### config.mk
export PLATFORM = sky130hd
export DESIGN_NAME = jtag_byte_deserializer
export DESIGN_NICKNAME = d
export VERILOG_FILES = /design/src/rtl/jtag_pkg.sv /design/src/rtl/jtag_byte_deserializer.sv
export SDC_FILE = /design/constraint.sdc
export NUM_CORES = 1
export LEC_CHECK = 0
export ABC_AREA = 1
export CORE_ASPECT_RATIO = 1.25
export CORE_UTILIZATION = 35
export CTS_BUF_LIST = sky130_fd_sc_hd__clkbuf_8
export DETAILED_ROUTE_END_ITERATION = 7
export MAX_ROUTING_LAYER = met4
export PLACE_DENSITY_LB_ADDON = 0.15
export SLEW_MARGIN = 25
export SYNTH_ARGS = -nofsm -noshare
export SYNTH_HDL_FRONTEND = slang
export SYNTH_SLANG_ARGS = --single-unit
### constraint.sdc
create_clock -name tck -period 1.45 [get_ports tck]
set_clock_uncertainty 0.15 [all_clocks]
set_input_delay 0.29 -clock tck [delete_from_list [all_inputs] [get_ports tck]]
set_output_delay 0.29 -clock tck [all_outputs]
set_load 0.1 [all_outputs]
### src/rtl/jtag_pkg.sv
// Shared JTAG user-chain types and defaults.
// Latency: n/a (declarations only).
// Backpressure: n/a.
package jtag_pkg;

  // TAP state qualifiers for the user DR chain.
  typedef struct packed {
    logic capture;
    logic shift;
    logic update;
    logic user;
  } tap_ctrl_t;

  localparam int DEFAULT_DATA_WIDTH = 8;

endpackage : jtag_pkg

### src/rtl/jtag_byte_deserializer.sv
// Deserialises LSB-first TDI from the user DR chain into DATA_WIDTH-bit words.
// Latency: word visible on out_data/out_valid one tck after its last bit is shifted in.
// Backpressure: never applied (JTAG cannot stall); a word completing over an undelivered
//   one overwrites it and sets the sticky overflow flag.
//
// Ports:
//   tck, test_logic_reset        : clock and synchronous active-high reset
//   ir_is_user, capture_dr,
//   shift_dr, update_dr          : TAP state qualifiers
//   tdi / tdo                    : serial in / loopback of shift register bit 0
//   out_data, out_valid,
//   out_ready                    : one-entry registered output with valid/ready
//   word_count                   : words accepted by the consumer (wraps)
//   overflow, partial_frame      : sticky error flags, cleared only by reset
module jtag_byte_deserializer
  import jtag_pkg::*;
#(
  parameter int DATA_WIDTH = DEFAULT_DATA_WIDTH,
  parameter int CNT_WIDTH  = 16
) (
  input  logic                  tck,
  input  logic                  test_logic_reset,
  input  logic                  ir_is_user,
  input  logic                  capture_dr,
  input  logic                  shift_dr,
  input  logic                  update_dr,
  input  logic                  tdi,
  output logic                  tdo,
  output logic [DATA_WIDTH-1:0] out_data,
  output logic                  out_valid,
  input  logic                  out_ready,
  output logic [CNT_WIDTH-1:0]  word_count,
  output logic                  overflow,
  output logic                  partial_frame
);

  localparam int BW = $clog2(DATA_WIDTH);
  localparam logic [BW-1:0] LAST_BIT = BW'(DATA_WIDTH - 1);

  tap_ctrl_t tap;
  assign tap = '{capture: capture_dr, shift: shift_dr, update: update_dr, user: ir_is_user};

  logic [DATA_WIDTH-1:0] shift_reg_q, shift_reg_d;
  logic [BW-1:0]         bit_cnt_q, bit_cnt_d;
  logic [DATA_WIDTH-1:0] out_data_q, out_data_d;
  logic                  out_valid_q, out_valid_d;
  logic [CNT_WIDTH-1:0]  word_count_q, word_count_d;
  logic                  overflow_q, overflow_d;
  logic                  partial_frame_q, partial_frame_d;

  logic shift_en;
  logic word_done;
  logic xfer;

  assign shift_en  = tap.user & tap.shift;
  assign word_done = shift_en && (bit_cnt_q == LAST_BIT);
  // Handshake is a consumer-side event and does not depend on the TAP state.
  assign xfer      = out_valid_q & out_ready;

  always_comb begin
    shift_reg_d     = shift_reg_q;
    bit_cnt_d       = bit_cnt_q;
    out_data_d      = out_data_q;
    out_valid_d     = out_valid_q;
    word_count_d    = word_count_q;
    overflow_d      = overflow_q;
    partial_frame_d = partial_frame_q;

    if (shift_en) begin
      shift_reg_d = {tdi, shift_reg_q[DATA_WIDTH-1:1]};
      bit_cnt_d   = word_done ? '0 : bit_cnt_q + 1'b1;
    end else if (tap.user && tap.capture) begin
      // shift_reg is kept so the tdo loopback stays coherent across frames.
      bit_cnt_d = '0;
    end else if (tap.user && tap.update && (bit_cnt_q != '0)) begin
      partial_frame_d = 1'b1;
      bit_cnt_d       = '0;
    end

    if (xfer) begin
      word_count_d = word_count_q + 1'b1;
    end

    if (word_done) begin
      // A simultaneous transfer frees the slot, so only an unaccepted word overflows.
      if (out_valid_q && !out_ready) begin
        overflow_d = 1'b1;
      end
      out_data_d  = {tdi, shift_reg_q[DATA_WIDTH-1:1]};
      out_valid_d = 1'b1;
    end else if (xfer) begin
      out_valid_d = 1'b0;
    end
  end

  always_ff @(posedge tck) begin
    if (test_logic_reset) begin
      shift_reg_q     <= '0;
      bit_cnt_q       <= '0;
      out_data_q      <= '0;
      out_valid_q     <= 1'b0;
      word_count_q    <= '0;
      overflow_q      <= 1'b0;
      partial_frame_q <= 1'b0;
    end else begin
      shift_reg_q     <= shift_reg_d;
      bit_cnt_q       <= bit_cnt_d;
      out_data_q      <= out_data_d;
      out_valid_q     <= out_valid_d;
      word_count_q    <= word_count_d;
      overflow_q      <= overflow_d;
      partial_frame_q <= partial_frame_d;
    end
  end

  assign tdo           = shift_reg_q[0];
  assign out_data      = out_data_q;
  assign out_valid     = out_valid_q;
  assign word_count    = word_count_q;
  assign overflow      = overflow_q;
  assign partial_frame = partial_frame_q;

endmodule : jtag_byte_deserializer

Word-level counts from Yosys, hierarchy flattened
Cells that the tools add are included. W data, S select, Z words.

Reductions and logical operators: 11. Bitwise logic cells: 4. Multiplexer cells: 6. Add/subtract/negate cells: 2. Eq/ne operators: 1.

Operators by type and width (count): $add A16 B1 Y16 const B (1); $mux W3 (4); $reduce_bool A3 Y1 (2); $logic_and A1 B1 Y1 (5); $add A3 B1 Y3 const B (1); $eq A3 B3 Y1 const B (1); $reduce_and A3 Y1 (1); $and A1 B1 Y1 (2); $mux W1 (2); $not A1 Y1 (2); $reduce_and A2 Y1 (1); $reduce_bool A2 Y1 (1); $logic_not A1 Y1 (1).

Input port bits: 8. Word-level logic and storage cells: 31. Flip-flop bits (word level): 38.

Longest topological paths before layout
Depth in word-level cells: 5. Gate-level depth with buffers: 8.

Least setup slack after synthesis
No wires, ideal clock.

Path type: register to register. Start: register word_count_q[1], in the netlist word_count[1]. End: register word_count_q[14], in the netlist word_count[14]. Buffers on the path: 0. Required time: 1.187 ns. Path slack: -0.760 ns. Cell stages (with the launch flop): 7. Data arrival time: 1.947 ns. Cell sequence: dfxtp_1 -> ha_1 -> nand3_1 -> nor3_4 -> nand3_1 -> nor2_1 -> nor2_1.

Cells in the longest elaborated chain, start to end: 1.

Ends and longest elaborated chain: start, declared (RTL line jtag_byte_deserializer.sv:47) `logic [CNT_WIDTH-1:0] word_count_q, word_count_d;`; start signal, assigned (RTL line jtag_byte_deserializer.sv:110) `word_count_q <= word_count_d;`; $add A16 B1 Y16 (RTL line jtag_byte_deserializer.sv:81) `word_count_d = word_count_q + 1'b1;`.

Every way passes these cells. A chain may end at the register's enable or synchronous reset.

Worst setup path after layout
Start: register bit_cnt_q[0]. End: register overflow_q, in the netlist overflow.

Cells in the longest elaborated chain, start to end: 3.

Ends and longest elaborated chain: start, declared (RTL line jtag_byte_deserializer.sv:44) `logic [BW-1:0] bit_cnt_q, bit_cnt_d;`; start signal, assigned (RTL line jtag_byte_deserializer.sv:107) `bit_cnt_q <= bit_cnt_d;`; $eq A3 B3 Y1 (RTL line jtag_byte_deserializer.sv:56) `assign word_done = shift_en && (bit_cnt_q == LAST_BIT);`; $logic_and A1 B1 Y1 (RTL line jtag_byte_deserializer.sv:56); $reduce_and A2 Y1 (no line); end signal, assigned (RTL line jtag_byte_deserializer.sv:111) `overflow_q <= overflow_d;`; end, declared (RTL line jtag_byte_deserializer.sv:48) `logic overflow_q, overflow_d;`.

Every way passes these cells.

==> impl_metrics.tcl <==
set metrics [dict create \
    postCtsHoldBufs 0 \
    area_delta_synth_final_pct 66.5 \
    wire_per_inst_um 10.9 \
    die_h_um 77.9 \
    antenna_found_initial 0 \
    async_flop_share_pct 0 \
    final_nets 292 \
    routed_wl_um 3710 \
    core.rowCount 27 \
    regToRegSetupSlack_ns 0.05 \
    clock-sinks 38 \
    relSlewSlack_pct 78.3 \
    crit_path_start_kind "flop" \
    yosys.area_share.xor_xnor_pct 0 \
    grt-ovfl-total 0 \
    cts.reportedPaths.clkPinSlew_ns 0.08 \
    yosys_warnings 0 \
    period_needed_ns 1.40 \
    hpwlAfterDp_um 2660 \
    critPathMaxStageDelay_ns 0.32 \
    crit_path_cell_trace "ha_1 > ha_1 > inv_2 > nor2_4 > buf_6 > a31oi_2 > nor2_1" \
    dpl-instance-area_um2 2480 \
    syn-cell-area_um2 1610 \
    worstPathRequired_ns 1.49 \
    num_antenna_cells 0 \
    rsz0062_at_grt "yes" \
    yosysTopAreaCell "dfxtp_1" \
    grt_pass1_wl_um 6310 \
    yosysSeqAreaShare_pct 47.2 \
    worst_r2r_endpoint "overflow" \
    synth_top_family_by_area "simple AND/OR/NAND/NOR gates" \
    synth-adder-area-share_pct 3.10 \
    die_w_um 62.7 \
    yosysUniqueCellTypes 22 \
    dieArea_um2 4890 \
    rr_worst_depth 7 \
    critical_path_class "reg2reg" \
    crit_end "overflow" \
    synth_cells 224 \
    syn_nets 236 \
    tns_ns 0 \
    synthSimpleGateAreaFrac_pct 28.0 \
    viasPerCell 4.71 \
    num_io_pins 36 \
    cts_made_buffers 5 \
    routed-via-count 1598 \
    post-route-period-util_pct 96.6 \
    pwr_density_cell_nw_per_um2 769 \
    clk_path_buf_depth 2 \
    synth_edf_count 0 \
    synth_top_area_share_pct 47.2 \
    tightest_slew_ns 0.325 \
    cp.arrival_ns 1.44 \
    ys_seq_elements 38 \
    drive_above_1_share_pct 32.7 \
    r2r-start "bit_cnt_q[0]" \
    gr-usage-all-layers_pct 16.9 \
    root_buffer "clkbuf_8" \
    synthMuxAreaShare_pct 0 \
    setup_viol 0 \
    max_freq_mhz 714 \
    finalWeightedCongestion 0.833 \
    io_buffers 35 \
    max_cap_violations 0 \
    route.detailed.drc 0 \
    hold_viol 0 \
    crit_start "bit_cnt_q[0]" \
    drt-initial-drc-count 69 \
    grt_pass1_vias 1516 \
    ir_drop_uv 733 \
    final_area_um2 2690 \
    hp-class "in2reg" \
    start_util_pct 36.4 \
    outcome "complete, no violations" \
    first_pass_iters 4 \
    clk_latency_ns 0.29 \
    end_kind "flop" \
    drv_slew 0 \
    critical_path.max_fanout 5 \
    core-area_um2 4430 \
    cpMaxStageDelayCell "dfxtp_1" \
    syn_avg_cell_area_um2 7.20 \
    antenna_left 0 \
    synth_compound_area_share_pct 13.7 \
    synth_ff_type "dfxtp_1" \
    worst_path_most_repeated_cell "ha_1" \
    grt_max_degree 17 \
    synth.top_cells.by_area "dfxtp_1 47%, nor2_1 11%, nand2_1 9.1%" \
    h-tree-depth 2 \
    leakage_nw 1.13 \
    cts_tree "built" \
]
## flip-flops by register name, summed over array words and instances (netlist names)
signal	flops
out_valid	1
bit_cnt_q	3
out_data	8
partial_frame	1
shift_reg_q	8
word_count	16
overflow	1
## synth_stat cells, types with 2 or more instances
| master | n |
|---|---|
| inv_1 | 25 |
| nand2_2 | 2 |
| ha_1 | 4 |
| o21ai_0 | 20 |
| a21oi_1 | 17 |
| dfxtp_1 | 38 |
| nand2_1 | 39 |
| nor3_1 | 4 |
| nor2_1 | 46 |
| buf_2 | 4 |
| nand3_1 | 13 |
| o21a_1 | 2 |
## worst max-delay path, delay by kind of cell, from the launching register on
kind / cells / cell delay, ns
flops: 1 / 0.32
simple gates: 2 / 0.11
fa+ha+maj: 2 / 0.40
compound gates: 1 / 0.12
buf+inv: 2 / 0.20
## metrics by stage
| step | setup WS, ns | utilization (%) | instances | power (W) | hold WS, ns |
|---|---|---|---|---|---|
| 2_1_floorplan | -0.149 | - | 224 | 0.00114 | 0.275 |
| 3_3_place_gp | -0.312 | 56.1 | 326 | 0.00120 | 0.310 |
| 3_5_place_dp | -0.340 | 56.1 | 326 | 0.00120 | 0.318 |
| 4_1_cts | -0.0101 | 59.2 | 336 | 0.00209 | 0.334 |
| 5_1_grt | -0.0685 | 60.7 | 339 | 0.00213 | 0.235 |
| 6_report | 0.0498 | 60.7 | 339 | 0.00207 | 0.229 |
## repair_timing
| item | CTS | global route |
|---|---|---|
| gates resized for setup | 3 | 21 |
| cloned | 0 | 1 |
| setup endpoints to repair | 3 | 24 |
| hold endpoints to repair | 0 | 0 |
| setup buffers | 2 | 2 |
| pin swaps | 4 | 4 |
## cells by family after synthesis
family | Yosys count
flip-flops | 38
buffers and inverters | 32
AO/OA/AOI/OAI | 42
adder cells (fa/ha/maj) | 4
AND/OR/NAND/NOR | 108
## worst min path at each step
| stage | from | slack, ns | endpoint | cells after the start |
|---|---|---|---|---|
| floorplan | tdi | 0.27 | out_data[7] | 2 |
| global placement | word_count[3] | 0.31 | word_count[3] | 1 |
| detailed placement | shift_reg_q[7] | 0.32 | out_data[6] | 2 |
| CTS | shift_reg_q[7] | 0.33 | out_data[6] | 2 |
| global route | out_ready | 0.24 | word_count[0] | 3 |
| finish | out_ready | 0.23 | word_count[0] | 3 |
## routing by layer
layer / vias up / part of all wire (%) / GRT usage (%)
met5: - / 0 / -
met4: 0 / 3.9 / 10.7
met3: 12 / 3.9 / 4.71
met2: 39 / 51 / 28.8
met1: 722 / 41 / 16.8
li1: 825 / - / -
## power breakdown
part / internal, W / switching, W / leakage (nW)
clock: 0.000506 / 0.000381 / 0.0579
combinational: 0.0000630 / 0.0000719 / 0.746
sequential: 0.00103 / 0.0000118 / 0.322
## area by class of cell
type / instances / area [µm²]
Inverter: 26 / 97.6
Timing Repair Buffer: 55 / 791
Tap cell: 58 / 72.6
Sequential cell: 38 / 822
Multi-Input combinational cell: 154 / 793
Clock buffer: 5 / 68.8
Fill cell: 387 / 1740
Clock inverter: 3 / 40.0
## cell usage in the layout (no fill, tap or decap), types with 3 or more instances in the layout
master / count
a21oi_1: 17
buf_12: 28
buf_4: 18
clkbuf_8: 5
clkdlybuf4s50_1: 6
dfxtp_1: 19
dfxtp_2: 4
dfxtp_4: 15
ha_1: 3
inv_1: 23
inv_2: 3
nand2_1: 37
nand2_2: 3
nand3_1: 10
nor2_1: 45
nor3_1: 4
o21ai_0: 14
o21ai_1: 5
No activity file was read; power rests on OpenSTA's default activity.
==> RTL change 1 (same settings) <==
Take the reset off `shift_reg_q` and `out_data_q` and load them in a clocked block of their own.
--- a/src/rtl/jtag_byte_deserializer.sv
+++ b/src/rtl/jtag_byte_deserializer.sv
@@ -95,22 +95,23 @@
 
   always_ff @(posedge tck) begin
     if (test_logic_reset) begin
-      shift_reg_q     <= '0;
       bit_cnt_q       <= '0;
-      out_data_q      <= '0;
       out_valid_q     <= 1'b0;
       word_count_q    <= '0;
       overflow_q      <= 1'b0;
       partial_frame_q <= 1'b0;
     end else begin
-      shift_reg_q     <= shift_reg_d;
       bit_cnt_q       <= bit_cnt_d;
-      out_data_q      <= out_data_d;
       out_valid_q     <= out_valid_d;
       word_count_q    <= word_count_d;
       overflow_q      <= overflow_d;
       partial_frame_q <= partial_frame_d;
     end
+  end
+
+  always_ff @(posedge tck) begin
+    shift_reg_q <= shift_reg_d;
+    out_data_q  <= out_data_d;
   end
 
   assign tdo           = shift_reg_q[0];
Behaviour: not the same (a bounded check fails within 10 cycles, from zero or initial values and one cycle with test_logic_reset high).
==> RTL change 1 against the original RTL <==
Count of clock-buffer cells in the layout stayed put. Worst setup slack worse by 0.013 ns. Design area is 1.1% lower. Wire length is 5.0% lower. Clock power is 2% lower. Sequential cell count stayed put. Utilization is 0.65 points lower. Synthesized area hardly changed. Power is 0.26% higher.
==> RTL change 1: results (changes against the original RTL) <==
Run status
  – Status: finished clean (unchanged)

Logic synthesis
  – Synth Instances: 175 (was 224)
  – Netlist cell types: 21 (was 22)
  – Complex-gate fraction of the synthesized area: 8.618% (was 13.73%)
  – Post-synth EDFFs: 16 (was 0)
  – Post-synthesis adder-cell area fraction: 3.106% (was 3.103%)
  – Sequential fraction of the synthesis area: 57.14% (was 47.17%)
  – Synthesized Nets: 187 (was 236)
  – Post-synth top cells: nand2_1 (29), inv_1 (24), dfxtp_1 (22) (was nor2_1 (46), nand2_1 (39), dfxtp_1 (38))

Timing
  – Slew headroom: 74.65% (was 78.27%)
  – Worst hold slack: 0.2605 ns (was 0.2289 ns)
  – Crit path time final: 1.413 ns (was 1.400 ns)

GRT
  – Met1 usage: 16.82% (was 16.80%)
  – Grt met3 use: 4.559% (was 4.706%)
  – GR Util met2: 29.89% (was 28.80%)
  – Gr usage total: 16.68% (was 16.86%)
  – Maximum number of pins on one net before global-route repair: 16 (was 17)
  – Vias in the first global route: 1391 (was 1516)
  – First-pass GRT wire length: 6072 um (was 6306 um)

Cells and area
  – Layout fillers: 370 (was 387)
  – Nets: 240 (was 292)
  – Layout cell share with drive strength beyond 1: 37.99% (was 32.74%)

Route
  – Total Routed Length: 3522 um (was 3706 um)
  – Met3 wire len: 140 um (was 143 um)
  – Violation count after the first detailed-route iteration: 47 (was 69)
  – WL met2: 1908 um (was 1880 um)
  – Via count: 1344 (was 1598)
  – Vias per inst: 4.683 (was 4.714)
  – Metal-1 WL: 1396 um (was 1537 um)

Critical path
  – CP max stage delay: 0.36 ns (was 0.32 ns)
  – Worst reg2reg startpoint: bit_cnt_q[1] (was bit_cnt_q[0])
  – Critical R2R Capture: out_data[7] (was overflow)
  – R2R depth: 5 (was 7)
  – Crit path DAT: 1.27 ns (was 1.44 ns)
  – CP max FO: 10 (was 5)
  – R2R setup slack: 0.04 ns
  – CP top delay family: flip-flops (was adder cells)

Place
  – Post-DP HPWL: 2688 um (was 2664 um)
  – Dpl ws: -0.3104 ns (was -0.3396 ns)
  – Placement Cell Area: 2474 um2 (was 2482 um2)
  – Gpl congestion: 0.9000 (was 0.8328)
  – Dpl cells: 275 (was 326)

Power
  – P_comb: 0.0989 mW (was 0.135 mW)
  – P_leak: 1.066 nW (was 1.125 nW)
  – Int Power: 1.652 mW (was 1.601 mW)
  – Total power: 2.071 mW (was 2.065 mW)
  – VDD IR max: 0.0004277 V (was 0.0007329 V)
  – Flop pwr share: 53.3% (was 50.5%)

CTS
  – Post-CTS setup buffer count: 1 (was 2)
  – # resized after CTS: 1 (was 3)

Hold path
  – Hold Path Cell Cnt: 3 (unchanged)
[RTL change 1: changes by cell type after synthesis, sizes merged, moves of 2 or more]
cell / unedited run / this run
nand2: 41 / 33
o21ai: 20 / 8
inv: 26 / 24
nor2: 47 / 23
nand4: 1 / 3
buf: 5 / 2
a21oi: 17 / 14
edfxtp: 0 / 16
clkinv: 0 / 2
nand3: 13 / 15
dfxtp: 38 / 22
[RTL change 1: worst max-delay path by stage]
stage | from | to | cells past startpoint
CTS | out_ready | word_count[11] | 8
floorplan | word_count[1] | word_count[10] | 6
global placement | out_ready | word_count[4] | 6
detailed placement | out_ready | word_count[6] | 6
finish | bit_cnt_q[1] | out_data[7] | 5
global route | shift_dr | bit_cnt_q[1] | 5
[RTL change 1: final cells by class]
type	instances	area, um2	area share (%)
clock buffers	5	68.82	2.591
clock inverters	3	40.04	1.507
inverters	26	100.1	3.768
multi-input cells	109	628.1	23.65
flip-flops and latches	38	978.4	36.83
well taps	58	72.57	2.732
repair buffers	48	768.2	28.92
==> RTL change 2 (same flow settings) <==
Made on the original files. `DEFAULT_DATA_WIDTH`: 8 -> 32.
--- a/src/rtl/jtag_pkg.sv
+++ b/src/rtl/jtag_pkg.sv
@@ -11,7 +11,7 @@
     logic user;
   } tap_ctrl_t;
 
-  localparam int DEFAULT_DATA_WIDTH = 8;
+  localparam int DEFAULT_DATA_WIDTH = 32;
 
 endpackage : jtag_pkg
 
Ports: changed (resized out_data); port bits go from 36 to 60. No check against the original RTL was run, so the function may have changed too.
==> RTL change 2 against the original RTL <==
Sequential cell count is 50 higher. Wire length increased by 120%. Die area up 110%. Design area grew 100%. Power up 120%. Sequential share of layout area up 3.0 points. Critical endpoint is now out_data[17]. Worst setup slack got worse by 0.13 ns. The flow now finishes with violations (negative setup slack). Synthesized area grew 110%.
==> RTL change 2: results (changes against the original RTL) <==
CTS
  – Clock-pin slew on the worst setup and hold paths: 0.09 ns
  – CTS H-tree lvls: 3 (was 2)
  – Clk sinks: 88 (was 38)
  – Worst skew pair latency: 0.35 ns (was 0.29 ns)

Cells and area
  – Layout fillers: 836 (was 387)
  – Multi-In Gates: 311 (was 154)
  – Nets: 538 (was 292)
  – Non-clock buffers: 88 (was 55)
  – Data buffer area share: 26.34% (was 29.45%)
  – Layout cell share with drive strength beyond 1: 34.84% (was 32.74%)
  – Clock buffer cells: 9 (was 5)
  – Fraction of area in multi-input gates: 30.91% (was 29.54%)
  – Sequential share of cell area: 33.59% (was 30.62%)

Power
  – VDD IR max: 0.0005854 V (was 0.0007329 V)
  – Flop pwr share: 53.9% (was 50.5%)
  – Switching part of the total: 23.33% (was 22.50%)
  – Combinational share of power: 6.3% (was 6.5%)
  – Seq pwr: 2.49 mW (was 1.04 mW)
  – P_leak: 2.030 nW (was 1.125 nW)

Logic synthesis
  – Netlist cell types: 26 (was 22)
  – Top cells by area, synth: dfxtp_1 (52%), nand2_1 (11%), nor2_1 (9.7%) (was dfxtp_1 (47%), nor2_1 (11%), nand2_1 (9.1%))
  – Sequential fraction of the synthesis area: 52.17% (was 47.17%)
  – Post-synth top cells: nand2_1 (97), dfxtp_1 (88), nor2_1 (87) (was nor2_1 (46), nand2_1 (39), dfxtp_1 (38))
  – Synthesized Nets: 459 (was 236)

Run status
  – Status: finished, violations left (was finished clean)
  – Violated checks: negative setup slack

Timing
  – Slew headroom: 69.14% (was 78.27%)
  – Final setup viols: 38 (was 0)
  – Fin Setup TNS: -1.898 ns (was 0 ns)
  – Final setup margin: -0.08471 ns (was 0.04979 ns)

Route
  – Metal-1 WL: 3503 um (was 1537 um)
  – Vias per inst: 4.758 (was 4.714)
  – Total Routed Length: 8115 um (was 3706 um)
  – Met3 wire len: 318 um (was 143 um)
  – WL met2: 4084 um (was 1880 um)

Place
  – Number of I/O port buffers: 59 (was 35)
  – Post-DP HPWL: 5446 um (was 2664 um)
  – Dpl ws: -0.3424 ns (was -0.3396 ns)

Critical path
  – Crit path DAT: 1.67 ns (was 1.44 ns)
  – Slowest-stage cell, CP: dfxtp_2 (was dfxtp_1)
  – CP max FO: 8 (was 5)
  – Worst reg2reg startpoint: bit_cnt_q[1] (was bit_cnt_q[0])
  – CP max stage delay: 0.35 ns (was 0.32 ns)
  – Critical R2R Capture: out_data[17] (was overflow)
  – R2R depth: 8 (was 7)
  – R2R setup slack: -0.08 ns (was 0.05 ns)

GRT
  – Maximum number of pins on one net before global-route repair: 50 (was 17)
  – First-pass GRT wire length: 13750 um (was 6306 um)
  – Vias in the first global route: 3056 (was 1516)
  – Gr usage total: 17.20% (was 16.86%)
[RTL change 2: how the worst min path moves through the flow]
| stage | from | to | slack (ns) | depth (start not counted) |
|---|---|---|---|---|
| after floorplan | tdi | out_data[31] | 0.28 | 2 |
| after global placement | shift_reg_q[31] | out_data[30] | 0.31 | 2 |
| after detailed placement | shift_reg_q[29] | out_data[28] | 0.31 | 2 |
| after CTS | word_count[6] | word_count[6] | 0.33 | 1 |
| after global routing | out_ready | out_valid | 0.28 | 5 |
| final | out_ready | out_valid | 0.27 | 5 |
[RTL change 2: what timing repair did]
action	in CTS	in global routing
buffers inserted	1	2
endpoints found under the setup margin	41	50
pin swaps	3	18
gates resized for setup	19	66
gates cloned	1	1
[RTL change 2: routing by layer]
metal / vias up / global-route usage, %
li1: 1594 / -
met1: 1428 / 19.85
met2: 74 / 28.72
met3: 16 / 2.801
met4: 0 / 9.032
met5: - / -
[RTL change 2: logic make-up after synthesis]
group                      after synthesis  share of synthesized area [%]
and+or+nand+nor                        210                          25.19
AOI/OAI and AO/OA                       96                          14.41
adders and majority gates                4                          1.482
buffers and inverters                   48                          6.484
DFF                                     88                          52.17
xor gates and xnor gates                 1                         0.2594
[RTL change 2: through the flow]
| step | area [um2] | std cells | util (%) |
|---|---|---|---|
| after global placement | 4875 | 633 | 52.58 |
| after floorplan | 3503 | 447 | - |
| after global routing | 5449 | 654 | 58.77 |
| after detailed placement | 4875 | 633 | 52.58 |
| after CTS | 5195 | 651 | 56.03 |
| final | 5449 | 654 | 58.77 |
[RTL change 2: worst max-delay path, delay by kind of cell, from the launching register on]
kind / cells / cell delay [ns]
simple gates: 4 / 0.30
flops: 1 / 0.35
compound gates: 1 / 0.13
buf+inv: 1 / 0.21
fa+ha+maj: 2 / 0.34
